File: config.mk
export PLATFORM = sky130hd
export DESIGN_NAME = exec_sequencer_flat
export DESIGN_NICKNAME = d
export VERILOG_FILES = /design/src/rtl/exec_sequencer_pkg.sv /design/src/rtl/exec_sequencer_if.sv /design/src/rtl/exec_sequencer_alucontrol.sv /design/src/rtl/exec_sequencer.sv /design/src/flat_wrapper.sv
export SDC_FILE = /design/constraint.sdc
export NUM_CORES = 1
export LEC_CHECK = 0
export CELL_PAD_IN_SITES_DETAIL_PLACEMENT = 1
export CELL_PAD_IN_SITES_GLOBAL_PLACEMENT = 2
export CORE_ASPECT_RATIO = 0.7
export CORE_UTILIZATION = 26
export DETAILED_ROUTE_END_ITERATION = 12
export PLACE_DENSITY_LB_ADDON = 0.1
export SLEW_MARGIN = 40
export SYNTH_ARGS = -nofsm -noshare
export SYNTH_HDL_FRONTEND = slang
export SYNTH_SLANG_ARGS = --single-unit
File: constraint.sdc
create_clock -name clk -period 1.65 [get_ports clk]
set_clock_uncertainty 0.2 [all_clocks]
set_input_delay 0.2475 -clock clk [delete_from_list [all_inputs] [get_ports clk]]
set_output_delay 0.2475 -clock clk [all_outputs]
set_load 0.02 [all_outputs]
File: src/rtl/exec_sequencer_pkg.sv
// exec_sequencer_pkg: opcode/ALU-op encodings and sequencer state shared by the execute-stage slice
package exec_sequencer_pkg;
   localparam int OPC_W = 8;
   localparam int ALU_W = 8;
   typedef enum logic [1:0] {
      SEQ_IDLE     = 2'd0,
      SEQ_VALID    = 2'd1,
      SEQ_MUL_BUSY = 2'd2
   } seq_state_e;
   localparam logic [OPC_W-1:0] OPCODE_ADD      = 8'h01;
   localparam logic [OPC_W-1:0] OPCODE_SUB      = 8'h02;
   localparam logic [OPC_W-1:0] OPCODE_MUL      = 8'h03;
   localparam logic [OPC_W-1:0] OPCODE_LDB      = 8'h04;
   localparam logic [OPC_W-1:0] OPCODE_LDW      = 8'h05;
   localparam logic [OPC_W-1:0] OPCODE_STB      = 8'h06;
   localparam logic [OPC_W-1:0] OPCODE_STW      = 8'h07;
   localparam logic [OPC_W-1:0] OPCODE_MOV      = 8'h08;
   localparam logic [OPC_W-1:0] OPCODE_BEQ      = 8'h09;
   localparam logic [OPC_W-1:0] OPCODE_JUMP     = 8'h0A;
   localparam logic [OPC_W-1:0] OPCODE_TLBWRITE = 8'h0B;
   localparam logic [OPC_W-1:0] OPCODE_IRET     = 8'h0C;
   localparam logic [ALU_W-1:0] ALUOP_ADD       = 8'h21;
   localparam logic [ALU_W-1:0] ALUOP_SUB       = 8'h22;
   localparam logic [ALU_W-1:0] ALUOP_MUL       = 8'h23;
   localparam logic [ALU_W-1:0] ALUOP_LDB       = 8'h24;
   localparam logic [ALU_W-1:0] ALUOP_LDW       = 8'h25;
   localparam logic [ALU_W-1:0] ALUOP_STB       = 8'h26;
   localparam logic [ALU_W-1:0] ALUOP_STW       = 8'h27;
   localparam logic [ALU_W-1:0] ALUOP_MOV       = 8'h28;
   localparam logic [ALU_W-1:0] ALUOP_BEQ       = 8'h29;
   localparam logic [ALU_W-1:0] ALUOP_JUMP      = 8'h2A;
   localparam logic [ALU_W-1:0] ALUOP_TLBWRITE  = 8'h2B;
   localparam logic [ALU_W-1:0] ALUOP_IRET      = 8'h2C;
endpackage

File: src/rtl/exec_sequencer_if.sv
// exec_sequencer_if: ID/EX input handshake, flush and MEM-side valid/ready output of the sequencer
interface exec_sequencer_if
   import exec_sequencer_pkg::*;
#(
   parameter int OPCODE_W = OPC_W,
   parameter int ALUOP_W  = ALU_W
);
   logic                in_valid;
   logic [OPCODE_W-1:0] in_opcode;
   logic                in_ready;
   logic                stall_out;
   logic                flush;
   logic                out_valid;
   logic                out_ready;
   logic [ALUOP_W-1:0]  aluop_out;
   logic                illegal_op;
   modport master (
      output in_valid, in_opcode, flush, out_ready,
      input  in_ready, stall_out, out_valid, aluop_out, illegal_op
   );
   modport slave (
      input  in_valid, in_opcode, flush, out_ready,
      output in_ready, stall_out, out_valid, aluop_out, illegal_op
   );
endinterface

File: src/rtl/exec_sequencer_alucontrol.sv
// alucontrol: opcode to ALU-operation decode; anything outside the table is flagged illegal with aluop 0
module alucontrol
   import exec_sequencer_pkg::*;
#(
   parameter int OPCODE_W = OPC_W,
   parameter int ALUOP_W  = ALU_W
) (
   input  logic [OPCODE_W-1:0] opcode,
   output logic [ALUOP_W-1:0]  aluop,
   output logic                illegal
);
   always_comb begin
      aluop   = '0;
      illegal = 1'b0;
      case (opcode)
         OPCODE_ADD:      aluop = ALUOP_ADD;
         OPCODE_SUB:      aluop = ALUOP_SUB;
         OPCODE_MUL:      aluop = ALUOP_MUL;
         OPCODE_LDB:      aluop = ALUOP_LDB;
         OPCODE_LDW:      aluop = ALUOP_LDW;
         OPCODE_STB:      aluop = ALUOP_STB;
         OPCODE_STW:      aluop = ALUOP_STW;
         OPCODE_MOV:      aluop = ALUOP_MOV;
         OPCODE_BEQ:      aluop = ALUOP_BEQ;
         OPCODE_JUMP:     aluop = ALUOP_JUMP;
         OPCODE_TLBWRITE: aluop = ALUOP_TLBWRITE;
         OPCODE_IRET:     aluop = ALUOP_IRET;
         default:         illegal = 1'b1;
      endcase
   end
endmodule

File: src/rtl/exec_sequencer.sv
// exec_sequencer: sequences the ALU per instruction; single-cycle ops retire next cycle, MUL after
// MUL_LATENCY cycles, with a one-entry valid/ready output to MEM and a stall to the hazard unit.
module exec_sequencer
   import exec_sequencer_pkg::*;
#(
   parameter int MUL_LATENCY = 5,
   parameter int OPCODE_W    = OPC_W,
   parameter int ALUOP_W     = ALU_W
) (
   input  logic                clk,
   input  logic                reset,
   exec_sequencer_if.slave     bus,
   output logic                mul_start,
   output logic                mul_busy,
   output logic [15:0]         op_count
);
   localparam logic [3:0] CNT_INIT = 4'(MUL_LATENCY - 2);
   seq_state_e         state, state_n;
   logic [3:0]         cnt;
   logic [ALUOP_W-1:0] dec_aluop;
   logic               dec_illegal;
   logic               is_mul;
   logic               accept;
   alucontrol #(.OPCODE_W(OPCODE_W), .ALUOP_W(ALUOP_W)) u_dec (
      .opcode  (bus.in_opcode),
      .aluop   (dec_aluop),
      .illegal (dec_illegal)
   );
   assign is_mul        = bus.in_opcode == OPCODE_MUL;
   assign bus.in_ready  = (state == SEQ_IDLE) | ((state == SEQ_VALID) & bus.out_ready);
   assign bus.stall_out = ~bus.in_ready;
   assign accept        = bus.in_valid & bus.in_ready & ~bus.flush;
   assign bus.out_valid = state == SEQ_VALID;
   assign mul_busy      = state == SEQ_MUL_BUSY;
   // flush outranks everything; an accept is only possible from IDLE or a draining VALID
   always_comb begin
      state_n = state;
      state_n = bus.flush ? SEQ_IDLE :
                accept ? (is_mul ? SEQ_MUL_BUSY : SEQ_VALID) :
                (state == SEQ_MUL_BUSY) ? ((cnt == '0) ? SEQ_VALID : SEQ_MUL_BUSY) :
                (state == SEQ_VALID) ? (bus.out_ready ? SEQ_IDLE : SEQ_VALID) :
                state;
   end
   always_ff @(posedge clk or posedge reset) begin
      if (reset) begin
         state          <= SEQ_IDLE;
         cnt            <= '0;
         bus.aluop_out  <= '0;
         bus.illegal_op <= 1'b0;
         mul_start      <= 1'b0;
         op_count       <= '0;
      end else begin
         state     <= state_n;
         mul_start <= accept & is_mul;
         cnt       <= bus.flush ? '0 :
                      (accept & is_mul) ? CNT_INIT :
                      ((state == SEQ_MUL_BUSY) && (cnt != '0)) ? cnt - 4'd1 :
                      cnt;
         if (accept) begin
            bus.aluop_out  <= dec_aluop;
            bus.illegal_op <= dec_illegal;
         end
         if (bus.out_valid & bus.out_ready & ~bus.flush)
            op_count <= op_count + 16'd1;
      end
   end
endmodule

File: src/flat_wrapper.sv
// flat-port wrapper written by rule: the top's interface ports become plain ports
module exec_sequencer_flat import exec_sequencer_pkg::*;
#(
   parameter int MUL_LATENCY = 5,
   parameter int OPCODE_W    = OPC_W,
   parameter int ALUOP_W     = ALU_W
)
  (clk, reset, mul_start, mul_busy, op_count, bus_in_valid, bus_in_opcode, bus_flush, bus_out_ready, bus_in_ready, bus_stall_out, bus_out_valid, bus_aluop_out, bus_illegal_op);
  exec_sequencer_if #(.OPCODE_W(OPCODE_W), .ALUOP_W(ALUOP_W)) bus_i ();
  input  logic clk;
  input  logic reset;
  output logic mul_start;
  output logic mul_busy;
  output logic [15:0] op_count;
  input wire logic [$bits(bus_i.in_valid)-1:0] bus_in_valid;
  input wire logic [$bits(bus_i.in_opcode)-1:0] bus_in_opcode;
  input wire logic [$bits(bus_i.flush)-1:0] bus_flush;
  input wire logic [$bits(bus_i.out_ready)-1:0] bus_out_ready;
  output wire logic [$bits(bus_i.in_ready)-1:0] bus_in_ready;
  output wire logic [$bits(bus_i.stall_out)-1:0] bus_stall_out;
  output wire logic [$bits(bus_i.out_valid)-1:0] bus_out_valid;
  output wire logic [$bits(bus_i.aluop_out)-1:0] bus_aluop_out;
  output wire logic [$bits(bus_i.illegal_op)-1:0] bus_illegal_op;
  assign bus_i.in_valid = bus_in_valid;
  assign bus_i.in_opcode = bus_in_opcode;
  assign bus_i.flush = bus_flush;
  assign bus_i.out_ready = bus_out_ready;
  assign bus_in_ready = bus_i.in_ready;
  assign bus_stall_out = bus_i.stall_out;
  assign bus_out_valid = bus_i.out_valid;
  assign bus_aluop_out = bus_i.aluop_out;
  assign bus_illegal_op = bus_i.illegal_op;
  exec_sequencer #(.MUL_LATENCY(MUL_LATENCY), .OPCODE_W(OPCODE_W), .ALUOP_W(ALUOP_W)) u_core (.clk(clk), .reset(reset), .bus(bus_i), .mul_start(mul_start), .mul_busy(mul_busy), .op_count(op_count));
endmodule
### After elaboration in Yosys (flattened, before gate mapping)

Cells that the tools add are included.

* word-level logic and storage cells: 49
* output and inout bits: 30
* bits in registers: 32

* reductions and logical operators: 7
* $add $sub $neg: 2
* equal/unequal tests: 14
* bitwise logic cells: 8
* muxes and demuxes: 12

Operators by type and width (count)
* case mux 6 bit (12 select lines): 1
* equality test 8 x 4 -> 1 bit (second input constant): 5
* equality test 8 x 3 -> 1 bit (second input constant): 4
* adder 16 x 1 -> 16 bit (second input constant): 1
* equality test 8 x 2 -> 1 bit (second input constant): 2
* two-way mux 2 bit: 6
* two-way mux 4 bit: 3
* OR reduction 12 bit: 1
* equality test 8 x 1 -> 1 bit (second input constant): 1
* nonzero test 4 bit: 2
* bitwise AND 1 bit: 5
* logical NOT 4 bit: 1
* subtractor 4 x 1 -> 4 bit (second input constant): 1
* nonzero test 3 bit: 1
* equality test 2 x 1 -> 1 bit (second input constant): 1
* equality test 2 bit (second input constant): 1
* logical NOT 2 bit: 1
* two-way mux 1 bit: 2
* inverter 1 bit: 2
* logical AND 1 bit: 1
* OR 1 bit: 1

### Depth between registers and ports, before layout

* word-level depth: 8
* mapped depth: 7
* mapped depth without buffers: 6

### Hierarchy

From an unflattened synthesis, not the netlist that was laid out.

* cells, all modules: 161
* area, all modules: 1656.6 µm²

By module, submodules not included
* exec_sequencer: times used 1, area an instance 1547.7 µm², cells each 145, sequential area each 800.8 µm²
* alucontrol: times used 1, area an instance 108.9 µm², cells each 16, sequential area each 0.0 µm²

### Worst setup path before layout

No wires, ideal clock.

* path type: register to register
* from: register u_core.cnt[0]
* to: register u_core.cnt[1]
* stages on the path, launching flop included: 8
* path slack: -0.176 ns
* required time: 1.328 ns
* arrival: 1.505 ns
* cells stage by stage: dfrtp_1 inv_1 ha_1 or3b_2 clkbuf_1 nand2_1 o22ai_1 a32o_1

* longest elaborated chain between the ends: 4
* elaborated cells on any way between the ends: 7

Ends and longest elaborated chain
* start: declaration: line exec_sequencer.sv:19 `logic [3:0] cnt;`
* start signal: assignment: line exec_sequencer.sv:55 `cnt <= bus.flush ? '0 :`
* subtractor 4 x 1 -> 4 bit: line exec_sequencer.sv:57 `((state == SEQ_MUL_BUSY) && (cnt != '0)) ? cnt - 4'd1 :`
* two-way mux 4 bit: line exec_sequencer.sv:57
* two-way mux 4 bit: line exec_sequencer.sv:56 `(accept & is_mul) ? CNT_INIT :`
* two-way mux 4 bit: line exec_sequencer.sv:55

Several ways; a longest one is shown, not always the timed one. The select of a mux whose other input is x is not followed.
A chain may end at the register's enable or synchronous reset.

### Final worst setup path

* from: register u_core.state[1]
* to: output bus_stall_out

* longest elaborated chain between the ends: 4
* elaborated cells on any way between the ends: 5

Ends and longest elaborated chain
* start: declaration: line exec_sequencer.sv:18 `seq_state_e state, state_n;`
* start signal: assignment: line exec_sequencer.sv:53 `state <= state_n;`
* equality test 2 x 1 -> 1 bit: line exec_sequencer.sv:30 `assign bus.in_ready = (state == SEQ_IDLE) | ((state == SEQ_VALID) & bus.out_ready);`
* bitwise AND 1 bit: line exec_sequencer.sv:30
* OR 1 bit (*): line exec_sequencer.sv:30
* inverter 1 bit (*): line exec_sequencer.sv:31 `assign bus.stall_out = ~bus.in_ready;`
* end: declaration: line flat_wrapper.sv:20 `output wire logic [$bits(bus_i.stall_out)-1:0] bus_stall_out;`

Every way passes the cells marked *; elsewhere a longest branch is shown, timed or not.

==> results.json <==
{
  "routabilityCongestion": 0.7400,
  "yosys-top-cells-area": "dfrtp_1, xnor2_1, nand3_1",
  "syn-cell-area_um2": 1460,
  "crit_buf_inv": 4,
  "ios": 43,
  "dieHeight_um": 64.70,
  "layout-drive-gt1-share": 0.3864,
  "syn_inst": 141,
  "die_area_um2": 5925,
  "slew_violations": 0,
  "startpoint_type": "flip-flop",
  "hold_viol_final": 0,
  "layout_commonest_cell": "buf_4",
  "syn_area_per_cell_um2": 10.36,
  "drc": 0,
  "drt_iter0_markers": 17,
  "core_area_um2": 5313,
  "worstPathRequired_ps": 1200,
  "synth_seq_area_share": 0.4970,
  "antenna_found_initial": 0,
  "violations": "negative setup slack",
  "grt_pass1_wl_um": 6886,
  "port_buffers": 39,
  "timing.fmax_mhz": 569.3,
  "synth_top_area_cell": "dfrtp_1",
  "hold_buffers": 0,
  "crit_fanout": 5,
  "fin_util": 0.4588,
  "post-route-min-period_ps": 1757,
  "cts_made_buffers": 5,
  "cpMostUsedCell": "buf_4",
  "slowest_delay_ps": 450,
  "critical-path-top-delay-family": "buffers and inverters",
  "clk_latency_ps": 280,
  "clockRootBuffer": "clkbuf_8",
  "dp_cells": 276,
  "setup_ws_ps": -106.7,
  "cts_max_path_buffers": 2,
  "grt-ovfl-total": 0,
  "setup_viol": 16,
  "finalCritPeriodShare": 1.065,
  "gr-usage-all-layers": 0.1523,
  "ant_nets": 0,
  "fin_nets": 234,
  "final_cell_count_no_fill": 292,
  "ir_drop_uv": 670.9,
  "ys_warn_count": 0,
  "wl_um": 4211,
  "routedWlPerCell_um": 14.42,
  "dp_hpwl_um": 3040,
  "rsz0062_at_grt": "yes",
  "diodes": 0,
  "endpoint_kind": "primary output",
  "critPathArrivalTime_ps": 1310,
  "power_density_nw_per_um2": 827.5,
  "grt_pass1_vias": 1387,
  "rows": 22,
  "hold_class": "primary input to asynchronous set/reset pin",
  "area_growth_pct": 66.92,
  "ctsHtreeMaxLevel": 2,
  "dr.pass1.iters": 4,
  "dr_total_vias": 1317,
  "netlist.area_leader.share": 0.4970,
  "cts_sinks": 29,
  "vias_per_cell": 4.510,
  "critical_path_class": "flip-flop to primary output",
  "ys_types": 34,
  "start_util": 0.2748,
  "slowest_stage": "dfrtp_2",
  "path_cells": "buf_4 > buf_6 > nor2b_4 > inv_1 > buf_4",
  "die_w_um": 91.57,
  "cts_tree": "done",
  "ys_ff_latch": 29,
  "nFillCells": 591,
  "p_leak_nw": 1.192,
  "layout_common_cells": "buf_4, dfrtp_1, dlygate4sd2_1, xnor2_1",
  "finalPower_mw": 2.017,
  "status": "complete, but fails checks",
  "grt_max_degree": 30,
  "maxCapViolCount": 0,
  "cts.clk_slew.worst_paths_ps": 70
}
==> worst min-delay path: cells and delay by family <==
kind	cells	cell delay (ps)
buf+inv	3	690
==> final cells by class <==
cell class	instances	area [um2]	share of cell area
Clock inverter	1	30.03	0.01232
Clock buffer	7	86.33	0.03542
Timing Repair Buffer	76	660.6	0.2710
Tap cell	72	90.09	0.03696
Inverter	9	33.78	0.01386
Multi-Input combinational cell	98	807.0	0.3311
Sequential cell	29	729.5	0.2993
==> power breakdown <==
group          switching, mW  leakage [nW]  internal (mW)
clock                  0.276        0.0585          0.492
sequential            0.0450         0.390          0.765
combinational          0.233         0.744          0.206
==> timing repair <==
item | in CTS | in global routing
pin swaps | 9 | 10
resized for setup | 51 | 34
setup endpoints to repair | 51 | 26
setup buffers | 2 | 6
==> logic make-up after synthesis <==
family                   after synthesis  share of synthesized area
AO/OA/AOI/OAI                         21                    0.09083
XOR/XNOR                              17                     0.1020
adder cells (fa/ha/maj)                2                    0.01714
buffers and inverters                 16                    0.05312
flip-flops                            29                     0.4970
other                                  1                   0.002568
AND/OR/NAND/NOR                       55                     0.2374
==> state kept, by name (all words and copies together), names as in the netlist <==
signal,cells
u_core.state,2
u_core.cnt,4
u_core.op_count,16
u_core.bus.illegal_op,1
u_core.bus.aluop_out,5
u_core.mul_start,1
==> cells in the mapped netlist <==
cell type / number
nor4_4: 2
or2_1: 1
nor2_1: 6
xor2_1: 4
a22o_1: 2
dfrtp_1: 29
and3_1: 2
a32o_1: 2
a21oi_1: 5
nand4_1: 4
nand3_2: 1
and2_1: 1
ha_1: 2
a211oi_1: 2
conb_1: 1
nor2b_1: 3
nor3_1: 4
nand4bb_4: 1
buf_4: 4
nand2_1: 11
clkbuf_1: 1
xnor2_1: 13
buf_2: 2
nor4_1: 2
or3b_2: 1
and4_1: 2
o21ai_0: 7
inv_1: 9
o22ai_1: 2
a21o_1: 1
nand2b_1: 1
or2_2: 1
nand3_1: 11
or4_1: 1
==> metrics by stage <==
stage | hold WS, ps | TNS [ps] | area, um2 | setup slack (ps)
detailed placement | 271.0 | -9429 | 2147 | -534.9
global route | 141.3 | -2043 | 2437 | -180.4
floorplan | 125.5 | -189.4 | 1490 | -68.83
global placement | 267.6 | -8171 | 2147 | -516.4
CTS | 109.4 | -1671 | 2290 | -223.8
finish | 108.9 | -765.4 | 2437 | -106.7
==> path summary, 6_finish.rpt <==
| path | from | to | slack, ps | depth (start not counted) |
|---|---|---|---|---|
| worst max-delay path | u_core.state[1] | bus_stall_out | -110 | 5 |
| worst min-delay path | reset | u_core.bus.aluop_out[2] | 110 | 3 |
| worst max register to register | u_core.state[1] | u_core.op_count[10] | -90 | 5 |
| worst min register to register | u_core.op_count[15] | u_core.op_count[15] | 280 | 1 |
| max in group asynchronous | reset | u_core.op_count[0] | 960 | 3 |
| min in group clk | bus_in_opcode[4] | u_core.bus.illegal_op | 270 | 4 |
==> layer usage <==
layer / up-vias / wire length (um) / global-route usage
met5: - / 0 / 0
met4: 0 / 44 / 0.05357
met3: 5 / 145 / 0.04108
met2: 25 / 1956 / 0.2378
met1: 644 / 2065 / 0.2035
li1: 643 / - / -
No activity file was read; power rests on OpenSTA's default activity.
